### src/rtl/instr_loader_pkg.sv
// Shared definitions for the instruction loader: sync byte, FSM state
// encoding and the word-index to byte-address mapping.
package instr_loader_pkg;

   localparam logic [7:0] SYNC_BYTE = 8'hA5;

   typedef enum logic [2:0] {
      ST_IDLE   = 3'd0,
      ST_CNT_HI = 3'd1,
      ST_CNT_LO = 3'd2,
      ST_DATA   = 3'd3,
      ST_CSUM   = 3'd4,
      ST_DONE   = 3'd5,
      ST_ERROR  = 3'd6
   } state_t;

   // Instruction memory is byte addressed; one word per 4 bytes.
   function automatic logic [15:0] word_addr(input logic [15:0] idx);
      return idx << 2;
   endfunction

endpackage

### src/rtl/instr_loader_word_packer.sv
// Packs bytes MSB-first into 32-bit words and raises word_ready for exactly
// one cycle after the 4th byte of a word has been shifted in.
module instr_loader_word_packer (
   input  logic        clock,
   input  logic        reset,
   input  logic        clear,
   input  logic        shift,
   input  logic [7:0]  data,
   output logic [31:0] word,
   output logic        word_ready
);

   logic [23:0] shift_reg;
   logic [1:0]  count_reg;
   logic [31:0] word_reg;
   logic        ready_reg;

   always_ff @(posedge clock or posedge reset) begin
      if (reset) begin
         shift_reg <= '0;
         count_reg <= '0;
         word_reg  <= '0;
         ready_reg <= 1'b0;
      end else if (clear) begin
         shift_reg <= '0;
         count_reg <= '0;
         ready_reg <= 1'b0;
      end else if (shift) begin
         shift_reg <= {shift_reg[15:0], data};
         count_reg <= count_reg + 2'd1;
         if (count_reg == 2'd3) begin
            word_reg  <= {shift_reg, data};
            ready_reg <= 1'b1;
         end else begin
            ready_reg <= 1'b0;
         end
      end else begin
         ready_reg <= 1'b0;
      end
   end

   assign word       = word_reg;
   assign word_ready = ready_reg;

endmodule

### src/rtl/instr_loader.sv
// Framed byte stream -> instruction memory writer. Holds the CPU in reset
// (cpu_hold) until a frame completes with a matching XOR checksum.
module instr_loader
   import instr_loader_pkg::*;
#(
   parameter int unsigned DEPTH    = 32,
   parameter int unsigned TIMEOUT  = 50000,
   parameter bit          HOLD_RST = 1'b1
) (
   input  logic        clock,
   input  logic        reset,
   input  logic [7:0]  byte_in,
   input  logic        byte_valid,
   output logic        byte_ready,
   output logic [15:0] mem_addr,
   output logic [31:0] mem_wdata,
   output logic        mem_we,
   output logic        cpu_hold,
   output logic        load_done,
   output logic        load_error,
   output logic [15:0] words_loaded
);

   localparam int          TW      = $clog2(TIMEOUT + 1);
   localparam logic [15:0] DEPTH_W = 16'(DEPTH);

   state_t          state_reg, state_next;
   logic [15:0]     count_reg, count_next;
   logic [7:0]      xor_reg, xor_next;
   logic [TW-1:0]   timer_reg, timer_next;
   logic            cpu_hold_reg, cpu_hold_next;
   logic [15:0]     words_reg, words_next;

   logic            transfer;
   logic            counting;
   logic            timeout_hit;
   logic            pack_clear;
   logic            pack_shift;
   logic [31:0]     pack_word;
   logic            word_ready;
   logic [15:0]     count_full;

   instr_loader_word_packer u_packer (
      .clock      (clock),
      .reset      (reset),
      .clear      (pack_clear),
      .shift      (pack_shift),
      .data       (byte_in),
      .word       (pack_word),
      .word_ready (word_ready)
   );

   // The write cycle is the only cycle in which a byte cannot be taken.
   assign byte_ready = ~word_ready;
   assign transfer   = byte_valid & byte_ready;
   assign counting   = (state_reg == ST_CNT_HI) || (state_reg == ST_CNT_LO) ||
                       (state_reg == ST_DATA)   || (state_reg == ST_CSUM);
   assign timeout_hit = counting && !transfer && (timer_reg == TW'(TIMEOUT - 1));
   assign count_full  = {count_reg[15:8], byte_in};

   always_ff @(posedge clock or posedge reset) begin
      if (reset) begin
         state_reg    <= ST_IDLE;
         count_reg    <= '0;
         xor_reg      <= '0;
         timer_reg    <= '0;
         cpu_hold_reg <= HOLD_RST;
         words_reg    <= '0;
      end else begin
         state_reg    <= state_next;
         count_reg    <= count_next;
         xor_reg      <= xor_next;
         timer_reg    <= timer_next;
         cpu_hold_reg <= cpu_hold_next;
         words_reg    <= words_next;
      end
   end

   always_comb begin
      state_next    = state_reg;
      count_next    = count_reg;
      xor_next      = xor_reg;
      cpu_hold_next = cpu_hold_reg;
      words_next    = word_ready ? words_reg + 16'd1 : words_reg;
      timer_next    = (transfer || !counting) ? '0 : timer_reg + TW'(1);
      pack_clear    = 1'b0;
      pack_shift    = 1'b0;

      case (state_reg)
         ST_IDLE, ST_DONE, ST_ERROR: begin
            if (transfer && byte_in == SYNC_BYTE) begin
               state_next    = ST_CNT_HI;
               cpu_hold_next = 1'b1;
               words_next    = '0;
               xor_next      = '0;
               pack_clear    = 1'b1;
            end
         end
         ST_CNT_HI: begin
            if (transfer) begin
               count_next = {byte_in, 8'h00};
               state_next = ST_CNT_LO;
            end
         end
         ST_CNT_LO: begin
            if (transfer) begin
               count_next = count_full;
               if (count_full > DEPTH_W)
                  state_next = ST_ERROR;
               else if (count_full == 16'd0)
                  state_next = ST_CSUM;
               else
                  state_next = ST_DATA;
            end
         end
         ST_DATA: begin
            if (transfer) begin
               pack_shift = 1'b1;
               xor_next   = xor_reg ^ byte_in;
            end
            if (word_ready && (words_reg + 16'd1 == count_reg))
               state_next = ST_CSUM;
         end
         ST_CSUM: begin
            if (transfer) begin
               if (byte_in == xor_reg) begin
                  state_next    = ST_DONE;
                  cpu_hold_next = 1'b0;
               end else begin
                  state_next = ST_ERROR;
               end
            end
         end
         default: state_next = ST_IDLE;
      endcase

      // A stalled sender aborts the frame regardless of where it stopped.
      if (timeout_hit)
         state_next = ST_ERROR;
   end

   assign mem_we       = word_ready;
   assign mem_wdata    = pack_word;
   assign mem_addr     = word_addr(words_reg);
   assign cpu_hold     = cpu_hold_reg;
   assign load_done    = (state_reg == ST_DONE);
   assign load_error   = (state_reg == ST_ERROR);
   assign words_loaded = words_reg;

endmodule

### config.mk
export PLATFORM = sky130hd
export DESIGN_NAME = instr_loader
export DESIGN_NICKNAME = d
export VERILOG_FILES = /design/src/rtl/instr_loader_pkg.sv /design/src/rtl/instr_loader_word_packer.sv /design/src/rtl/instr_loader.sv
export SDC_FILE = /design/constraint.sdc
export NUM_CORES = 1
export LEC_CHECK = 0
export CORE_ASPECT_RATIO = 0.7
export CORE_MARGIN = 2
export CORE_UTILIZATION = 58
export DETAILED_ROUTE_END_ITERATION = 7
export PLACE_DENSITY = 0.84
export SYNTH_ARGS = -nofsm -noshare
export SYNTH_HDL_FRONTEND = slang
export SYNTH_SLANG_ARGS = --single-unit
### constraint.sdc
create_clock -name clock -period 6.8 [get_ports clock]
set_clock_uncertainty 0.1 [all_clocks]
set_input_delay 1.36 -clock clock [delete_from_list [all_inputs] [get_ports clock]]
set_output_delay 1.36 -clock clock [all_outputs]
set_load 0.01 [all_outputs]
==> results.cfg <==
[run_status]
status = finished clean

[cts]
root_buffer = clkbuf_16
numCtsBuffers = 17
post-cts-setup-buffer-count = 0
cts_resized = 0
cts.path.max_buffers = 2
clock_latency_ns = 0.42
clock_sinks = 119
htree_levels = 4
cts_tree = built
ctsHoldBuffers = 0
clk_pin_slew_ns = 0.06

[sta]
tightestPinTransition_ns = 1.03
min_period_ns = 4.25
slew_headroom_pct = 31.1
fmax_mhz = 235
finalSetupTns_ns = 0
setup_violations = 0
rsz0062_at_grt = no
slew_viol_final = 0
hold_violations = 0
fin_crit_sh_pct = 62.5
setup_slack_ns = 2.55

[floorplanning]
num_rows = 30
coreArea_mm2 = 0.00980
io-pin-count = 80
die_area_mm2 = 0.0110
die_x_um = 124
die_y_um = 88.3
start_util_pct = 60.1

[drt]
routed_via_density = 6.11
num_vias = 4732
dr.pass1.iters = 6
ant_nets = 0
drt_iter0_drc = 599
avgRoutedWirePerCell_um = 18.2
wirelength_um = 14100
drc = 0

[worst_setup_path]
ff2ff_setup_slack_ns = 3.62
cp_max_fo = 27
critPathRequiredTime_ns = 6.98
start_kind = input pin
worstSetupPathType = input pin to flop
end_kind = flop
crit_arrival_ns = 4.43

[global_route]
grt_pass1_wl_um = 22900
grt_usage_pct = 26.8
antenna_found_initial = 0
grt_max_degree = 87
overflow = 0
grt_pass1_vias = 4449

[yosys]
ys_seq_area_share_pct = 50.6
synth.top_cell.area_share_pct = 50.1
synth_edf_count = 0
synth_commonest_cells = dfrtp_1 (118), nor2_1 (70), nand2_1 (54), o21ai_0 (36), xor2_1 (36)
ys_ff_latch = 119
synth_cells = 577
async_flop_share_pct = 100
syn_area_mm2 = 0.00589
synthFlopType = dfrtp_1
synth_top_area_cell = dfrtp_1
avgSynthCellArea_um2 = 10.2
synth.most_common_cell = dfrtp_1
synth_area_leaders = dfrtp_1 (50%), mux2_2 (5.9%), xor2_1 (5.4%)
ys_warn_count = 0
yosysUniqueCellTypes = 58

[final_layout]
multi_input_area_mm2 = 0.00258
stdcell_count = 775
layout-drive-gt1-share_pct = 12.5
register_area_mm2 = 0.00298
synthToLayoutAreaGrowth_pct = 22.1
fin_area_mm2 = 0.00719
largest_reg_flops = 32
nFillCells = 644
final_nets = 648
utilization_pct = 73.4
antenna_cells = 0

[job]
maxCapViolCount = 0

[pwr]
power.density_mw_per_mm2 = 482
p_leak_nw = 3.14
irDropWorstVdd_v = 0.000256

[placement]
dpl_worst_slack_ns = 2.28
dpl_cell_area_mm2 = 0.00658
place.gp.congestion = 0.911
portBuffers = 77
placed_cells = 743
dp_hpwl_um = 9070

[min_path]
worstHoldPathType = flop to flop
final cells by class:
type / count / area share (%)
Timing Repair Buffer: 82 / 11.2
Clock inverter: 13 / 2.31
Inverter: 11 / 0.609
Tap cell: 128 / 2.23
Sequential cell: 119 / 41.4
Multi-Input combinational cell: 403 / 35.9
Clock buffer: 19 / 6.30
cells in the final DEF (no fill, tap or decap), types with 17 or more instances in the layout:
master           Yosys  routed
a21oi_1             17      17
clkbuf_16            0      17
clkdlybuf4s50_1      0      77
dfrtp_1            118     118
mux2_2              31      31
mux2i_1             18      18
nand2_1             54      54
nand3_1             24      24
nor2_1              70      70
o21ai_0             36      36
xnor2_1             17      17
xor2_1              36      36
cell families after synthesis:
group | after synthesis | share of synthesized area [%]
mux | 49 | 8.98
xor+xnor | 53 | 7.88
other cells | 1 | 0.0636
compound gates | 84 | 8.94
flops | 119 | 50.6
simple gates | 211 | 17.0
buf+inv | 56 | 5.75
fa+ha+maj | 4 | 0.807
routing by layer:
metal  track usage (%)  share of wire (%)
met4              10.2                2.1
met1              37.1                 43
met3              7.13                8.4
met2              41.1                 46
met5                 0                  0
power by group:
| part | internal, mW | switching, mW | leakage (nW) |
|---|---|---|---|
| logic | 0.632 | 0.646 | 1.34 |
| clock network | 0.599 | 0.337 | 0.297 |
| registers | 0.964 | 0.291 | 1.51 |
path summary, 6_finish.rpt:
kind	start	to	depth (start not counted)
max in group asynchronous	reset	count_reg[13]	3
hold / removal	timer_reg[0]	timer_reg[0]	1
min in group asynchronous	reset	u_packer.word[30]	2
setup / recovery	byte_in[3]	xor_reg[6]	8
setup reg to reg	words_loaded[0]	state_reg[1]	8
hold reg to reg	timer_reg[0]	timer_reg[0]	1
worst max-delay path, stage by stage:
cell and delay [ns]:
clkdlybuf4s50_1 0.58, or3_4 0.46, or3_4 0.40, nor3_4 0.57, buf_4 0.42, nor2_1 0.21, o21ai_0 0.28, o21ai_0 0.13
stage by stage:
stage	power, mW	hold WS, ns
final	3.47	0.394
after global routing	3.66	0.425
after CTS	3.46	0.401
after detailed placement	2.49	0.378
after global placement	2.42	0.373
after floorplan	2.03	0.355
Note: power is estimated with default switching activity, not from simulation.
